**src/rtl/backlyr1_pkg.sv**
```systemverilog
// Shared constants, state encoding and tap-select helper for the layer-1 backward block.
// Latency: n/a (package).
// Backpressure: n/a (package).
package backlyr1_pkg;

   localparam int DW     = 16;           // Q8.8 data word
   localparam int FRAC   = 8;            // fractional bits
   localparam int N_TAPS = 9;            // taps per neuron in layer 1
   localparam int IDX_W  = 4;            // wide enough for 0..N_TAPS-1
   localparam int FLAT_W = DW * N_TAPS;

   localparam logic [IDX_W-1:0] LAST_IDX = IDX_W'(N_TAPS - 1);

   typedef enum logic [1:0] {
      IDLE   = 2'd0,
      COMP   = 2'd1,
      STREAM = 2'd2
   } state_t;

   // Pick word idx out of a flattened tap bus (tap i lives at [DW*i +: DW]).
   function automatic logic [DW-1:0] tap_word(input logic [FLAT_W-1:0] flat,
                                              input logic [IDX_W-1:0]  idx);
      return flat[idx*DW +: DW];
   endfunction

endpackage

```
**src/rtl/backlyr1_mult.sv**
```systemverilog
// Signed Q8.8 x Q8.8 multiplier returning a Q8.8 result, floor-truncated, wrapping on overflow.
// Latency: combinational.
// Backpressure: none; the caller registers the result.
// Ports: a, b - signed Q8.8 operands; p - product bits [FRAC+DW-1:FRAC].
module backlyr1_mult
   import backlyr1_pkg::*;
(
   input  logic [DW-1:0] a,
   input  logic [DW-1:0] b,
   output logic [DW-1:0] p
);

   logic signed [2*DW-1:0] prod;
   logic                   unused_bits;

   assign prod = $signed(a) * $signed(b);

   // Dropping the low FRAC bits of a two's-complement product rounds toward
   // minus infinity; dropping the high bits gives the wrap-around behaviour.
   assign p = prod[FRAC+DW-1:FRAC];

   assign unused_bits = ^{prod[2*DW-1:FRAC+DW], prod[FRAC-1:0]};

endmodule

```
**src/rtl/backlyr1.sv**
```systemverilog
// Layer-1 backward pass: per-tap input error (delta*w) and weight gradient (delta*d), plus bias gradient.
// Latency: first beat 2 cycles after acceptance, then one tap per cycle; 11-cycle sample interval.
// Backpressure: out_ready low freezes the current beat; in_ready only high while IDLE.
// Ports: clk/rst (async active-high); in_valid/in_ready + d_flat/w_flat/delta sample input;
//        out_valid/out_ready + out_idx/out_dx/out_dw/out_db/out_last beat output; busy when not IDLE.
module backlyr1
   import backlyr1_pkg::*;
(
   input  logic              clk,
   input  logic              rst,
   input  logic              in_valid,
   output logic              in_ready,
   input  logic [FLAT_W-1:0] d_flat,
   input  logic [FLAT_W-1:0] w_flat,
   input  logic [DW-1:0]     delta,
   output logic              out_valid,
   input  logic              out_ready,
   output logic [IDX_W-1:0]  out_idx,
   output logic [DW-1:0]     out_dx,
   output logic [DW-1:0]     out_dw,
   output logic [DW-1:0]     out_db,
   output logic              out_last,
   output logic              busy
);

   state_t            state;

   // Operands captured at acceptance; input buses are ignored afterwards.
   logic [FLAT_W-1:0] d_q;
   logic [FLAT_W-1:0] w_q;
   logic [DW-1:0]     delta_q;

   logic [IDX_W-1:0]  next_idx;
   logic [IDX_W-1:0]  sel_idx;
   logic [DW-1:0]     w_sel;
   logic [DW-1:0]     d_sel;
   logic [DW-1:0]     dx_res;
   logic [DW-1:0]     dw_res;

   assign next_idx = out_idx + IDX_W'(1);

   // The multipliers always work on the tap that the next register load needs:
   // tap 0 while in COMP, tap out_idx+1 while streaming. On the final tap the
   // select parks at 0 so the index never leaves the operand bus.
   always_comb begin
      sel_idx = '0;
      if (state == STREAM && out_idx != LAST_IDX) begin
         sel_idx = next_idx;
      end
   end

   assign w_sel = tap_word(w_q, sel_idx);
   assign d_sel = tap_word(d_q, sel_idx);

   backlyr1_mult u_mult_dx (
      .a (delta_q),
      .b (w_sel),
      .p (dx_res)
   );

   backlyr1_mult u_mult_dw (
      .a (delta_q),
      .b (d_sel),
      .p (dw_res)
   );

   always_ff @(posedge clk or posedge rst) begin
      if (rst) begin
         state     <= IDLE;
         d_q       <= '0;
         w_q       <= '0;
         delta_q   <= '0;
         out_valid <= 1'b0;
         out_last  <= 1'b0;
         out_idx   <= '0;
         out_dx    <= '0;
         out_dw    <= '0;
         out_db    <= '0;
      end else begin
         case (state)
            IDLE: begin
               if (in_valid) begin
                  d_q     <= d_flat;
                  w_q     <= w_flat;
                  delta_q <= delta;
                  out_idx <= '0;
                  state   <= COMP;
               end
            end

            COMP: begin
               out_dx    <= dx_res;
               out_dw    <= dw_res;
               out_db    <= delta_q;
               out_idx   <= '0;
               out_valid <= 1'b1;
               out_last  <= (N_TAPS == 1);
               state     <= STREAM;
            end

            STREAM: begin
               if (out_ready) begin
                  if (out_idx == LAST_IDX) begin
                     out_valid <= 1'b0;
                     out_last  <= 1'b0;
                     state     <= IDLE;
                  end else begin
                     out_dx   <= dx_res;
                     out_dw   <= dw_res;
                     out_idx  <= next_idx;
                     out_last <= (next_idx == LAST_IDX);
                  end
               end
            end

            default: begin
               state <= IDLE;
            end
         endcase
      end
   end

   // Pure decodes of the state register, so both drop/rise on clock edges only.
   assign in_ready = (state == IDLE);
   assign busy     = (state != IDLE);

endmodule

```
**config.mk**
```make
export PLATFORM = sky130hd
export DESIGN_NAME = backlyr1
export DESIGN_NICKNAME = d
export VERILOG_FILES = /design/src/rtl/backlyr1_pkg.sv /design/src/rtl/backlyr1_mult.sv /design/src/rtl/backlyr1.sv
export SDC_FILE = /design/constraint.sdc
export NUM_CORES = 2
export LEC_CHECK = 0
export BUFFER_PORTS_ARGS = -buffer_cell sky130_fd_sc_hd__buf_4
export CORE_ASPECT_RATIO = 1.25
export CORE_MARGIN = 1
export CORE_UTILIZATION = 43
export DETAILED_ROUTE_END_ITERATION = 8
export GPL_TIMING_DRIVEN = 1
export PLACE_DENSITY = 0.72
export SYNTH_ARGS = -nofsm -noshare
export SYNTH_HDL_FRONTEND = slang
export SYNTH_SLANG_ARGS = --single-unit
```
**constraint.sdc**
```tcl
create_clock -name clk -period 21 [get_ports clk]
set_input_delay 1.05 -clock clk [delete_from_list [all_inputs] [get_ports clk]]
set_output_delay 1.05 -clock clk [all_outputs]
set_load 0.02 [all_outputs]
```
# Yosys cells after proc, flatten, opt, wreduce, memory -nomap -nowiden
# Index checks and enable logic that the tools add are counted.
# Widths: inputs -> output; s select.
# word_totals
register_bits	360
inputBits	308
output_inout_bits	56
elab_cells	56
# classes
n_addsub	1
n_mul	2
n_eq_ne	9
shifts	2
muxes	21
n_reduce_logical	11
# ops
op	count
$shiftx 144x9->16	2
$mux 16	4
$pmux 16 s2	2
$mul 16x16->24	2
$mux 4	4
$pmux 4 s3	1
$reduce_and 3->1	3
$eq 4x4->1 const B	2
$mux 2	3
$ne 2x2->1 const B	3
$pmux 2 s3	1
$add 4x1->4 const B	1
$mux 1	4
$ne 4x4->1 const B	1
$pmux 1 s2	2
$reduce_and 2->1	2
$reduce_and 4->1	1
$reduce_bool 2->1	2
$reduce_bool 3->1	1
$eq 2x1->1 const B	1
$eq 2x2->1 const B	1
$logic_not 2->1	1
$ne 2x1->1 const B	1
$logic_and 1x1->1	1

# Longest topological paths before layout
# logic_depth
word_depth	8
depth_mapped	42
depth_no_buf	34

# By module
# From an unflattened synthesis, not the netlist that was laid out.
# unflattened
cells_unflattened	2781
hier_area_um2	30722.0
# by_module_without_submodules
mod	instances	cells_each	area_each_um2	seq_area_each_um2
backlyr1	1	1077	15800.2	9008.6
backlyr1_mult at u_mult_dx	1	860	7534.7	0.0
backlyr1_mult at u_mult_dw	1	844	7387.1	0.0

# Worst setup path after synthesis
# Ideal clock, no wire load.
# synth_path
path_type	register -> register
startpoint	reg out_idx[0]
endpoint	reg out_dx[15]
setup_ns	0.137
t_arrival_ns	9.628
t_required_ns	20.863
setup_slack_ns	11.235
path_stages_with_launch	41
path_buffers	9
period_less_slack_ns	9.765
path_cell_list	dfrtp_1 > buf_2 > clkinv_1 > ha_1 > buf_4 > and3b_1 > buf_2 > nand2_2 > buf_2 > buf_4 > buf_4 > buf_2 > buf_2 > nand2_1 > and3_1 > a311oi_1 > a31oi_1 > o21ai_0 > (+5 left out) > inv_1 > fa_1 > fa_1 > inv_1 > fa_1 > inv_1 > ha_1 > a21o_1 > a21o_1 > and2_1 > a311o_1 > or3b_2 > o22ai_1 > o31ai_1 > o21ai_0 > o2111ai_1 > xnor3_1 > a21oi_1
# synth_via
elab_chain_len	8
word_cells_on_any_way	12
cone_classes	add/sub: 1; mul: 1; eq/ne: 3; shift: 1; mux: 4; reduce/logical: 2
# synth_rtl
element	line_no	source
start, declared	backlyr1.sv:18	output logic [IDX_W-1:0] out_idx,
start signal, assigned	backlyr1.sv:110	out_idx <= next_idx;
parallel branches: the longest is 8 deep, another holds $mul 16x16->24	--	
end signal, assigned	backlyr1.sv:92	out_dx <= dx_res;
end signal, assigned	backlyr1.sv:108	out_dx <= dx_res;
end, declared	backlyr1.sv:19	output logic [DW-1:0] out_dx,
# Several ways; the timed one is not identified. The select of a mux whose other input is x is not followed.
# A chain may end at the register's enable or synchronous reset.

# Worst setup path after layout
# Same ends and word-level chain as after synthesis.

==> qor.yml <==
core_mm2: 0.0720
arrival_ps: 11580
path_delay_family: "adder cells"
fin_tns_setup_ps: 0
ys_warn_count: 0
ant_nets: 0
slew_headroom: 0.272
clk_latency_ps: 590
layout_min_cycle_time_ps: 11140
critPathBufInv: 6
drive_gt1_frac: 0.251
synthFlopType: "dfrtp_1"
hold_viol: 0
synth_area_leaders: "dfrtp_1 29%, fa_1 24%, mux2_2 12%, inv_1 6.1%, ha_1 5.7%"
max_stage_delay_ps: 850
ff2ff_path_depth: 32
yosysTopAreaCellShare: 0.288
pin_count: 364
cts_root_buf: "clkbuf_16"
grt_overflow: 0
crit_path_frequent_cell: "fa_1"
dr.pass1.iters: 5
finalCritPeriodShare: 0.530
cts_setup_buffers: 0
cts.repair.resized: 0
whs_endpoint: "out_dw[1]$_DFFE_PP0P_"
r2r-start: "out_idx[0]$_DFFE_PP0P_"
dr.first_iter.drc_count: 1359
cp_slowest_cell: "ha_1"
initial_core_util: 0.434
place.gp.congestion: 0.873
dp.cells: 4257
via_per_inst: 5.27
syn-num-nets: 3884
ys_seq_area_frac: 0.288
fin_cells: 4336
whs_path_depth: 2
end_kind: "register"
synthToLayoutAreaGrowth_pct: 16.4
skew_ps: 32.3
hpwl_um: 68500
slew_viol_final: 0
worst_ep_required_time_ps: 21440
async_flop_share: 1.00
grt_pass1_vias: 24200
synth_edf_count: 0
routed_wl_um: 89800
maxCapViolCount: 0
route.detailed.wl_per_inst_um: 20.7
cts_tree: "yes"
hp-start: "out_dw[1]$_DFFE_PP0P_"
antenna_found_initial: 5
route.detailed.drc: 0
fillers: 6541
status: "completed"
avgSynthCellArea_um2: 10.2
synth-seq-cells: 360
cts_buffer_depth: 3
cts_inserted_buffers: 41
syn_inst: 3061
critPathLaunchType: "register"
portBuffers: 363
vias: 22900
max_freq_ghz: 0.0898
grt_max_degree: 152
rsz0062_at_grt: "no"
die_area_mm2: 0.0738
hold_buffers: 0
clkTransAtPathRegs_ps: 60
postPlaceCellArea_mm2: 0.0349
grt_usage: 0.246
setup_viol: 0
worstMarginPinSlew_ps: 1090
criticalPathCategory: "register to register"
grt_pass1_wl_um: 139000
cts.htree.levels: 2
crit_start: "out_idx[0]$_DFFE_PP0P_"
clock_sink_count: 360
syn-cell-area_mm2: 0.0313
r2r-end: "out_dx[15]$_DFFE_PP0P_"
min_path_type: "register to register"
ys_types: 89
die_h_um: 303
yosysTopAreaCell: "dfrtp_1"
nets: 4171
reg2reg_setup_slack_ps: 9860
std_cell_rows: 110
worstPathMaxFanout: 56
die_w_um: 243
finalInstanceArea_mm2: 0.0364
-- worst min-delay path, delay by kind of cell (launching register included) --
family | cells | cell delay (ps)
AOI/OAI and AO/OA | 1 | 50
DFF | 1 | 340
and+or+nand+nor | 1 | 50
-- registers in the layout, indices dropped and copies added, names as in the netlist --
name	count
d_q	144
delta_q	16
out_db	16
out_dw	16
out_dx	16
out_idx	4
out_last	1
out_valid	1
state	2
w_q	144
-- synth_stat cells (all sizes together) (4+ instances only) --
master,n
nand3,60
xnor2,45
a311oi,16
xor2,15
nor2,64
a311o,4
nand2b,19
nor2b,61
o22ai,5
a31oi,26
nand2,399
a22oi,6
or2,5
dfrtp,360
nand4,13
a211oi,23
a22o,4
o31ai,6
inv,509
o221ai,7
a211o,5
o21ai,55
nor4bb,6
nor3,10
a21oi,53
buf,45
fa,372
clkbuf,128
ha,143
mux2,322
and2,141
and3,37
mux2i,15
a2111oi,8
or3,6
a21o,16
-- metal layers --
| metal | up-vias | global-route usage | part of all wire |
|---|---|---|---|
| met2 | 694 | 0.436 | 0.51 |
| met1 | 11700 | 0.298 | 0.40 |
| met4 | 4 | 0.0837 | 0.035 |
| met3 | 168 | 0.0490 | 0.062 |
| met5 | - | 0 | 0.00032 |
| li1 | 10300 | - | - |
-- metrics by stage --
step                       util  setup slack (ps)  hold slack, ps
after detailed placement  0.485              9950             471
after global placement    0.485             10130             467
final                     0.505              9860             482
after CTS                 0.505              9910             483
after global routing      0.505              9150             510
after floorplan               -              9960             472
-- area by class of cell --
type / count / area (um^2) / area share
clock buffers: 58 / 1220 / 0.0336
multi-input cells: 2018 / 19600 / 0.540
diodes: 4 / 10.0 / 0.000275
repair buffers: 417 / 3140 / 0.0864
well taps: 952 / 1190 / 0.0327
clock inverters: 17 / 251 / 0.00691
flip-flops and latches: 360 / 9010 / 0.248
inverters: 510 / 1920 / 0.0528
-- placed cells by master, fill, tap and decap left out, types with 60 or more instances in the layout --
| cell | synthesis | layout |
|---|---|---|
| inv_1 | 509 | 508 |
| fa_1 | 372 | 372 |
| dfrtp_1 | 360 | 360 |
| and2_1 | 141 | 140 |
| nor2b_1 | 60 | 60 |
| ha_1 | 143 | 143 |
| buf_4 | 6 | 416 |
| nand2_1 | 398 | 397 |
| mux2_2 | 322 | 322 |
-- cell families (layout without fill, tap and decap cells) --
group | after synthesis | in the layout | share of synthesized area
simple gates | 837 | 837 | 0.131
buf+inv | 683 | 1002 | 0.0848
fa+ha+maj | 515 | 515 | 0.296
flops | 360 | 360 | 0.288
mux | 339 | 339 | 0.122
compound gates | 263 | 263 | 0.0587
xor+xnor | 64 | 64 | 0.0197
other cells | 0 | 4 | 0
-- how the worst max path moves through the flow --
stage	cells after the start	slack, ps	endpoint
after CTS	32	9910	out_dx[15]$_DFFE_PP0P_
after detailed placement	32	9950	out_dx[15]$_DFFE_PP0P_
after floorplan	1	9960	d_q[0]$_DFFE_PP0P_
after global routing	34	9150	out_dx[15]$_DFFE_PP0P_
after global placement	32	10130	out_dx[15]$_DFFE_PP0P_
final	32	9860	out_dx[15]$_DFFE_PP0P_
Power is not shown: default switching activity piles up to over one toggle a cycle in this logic, so the estimate is an artifact.
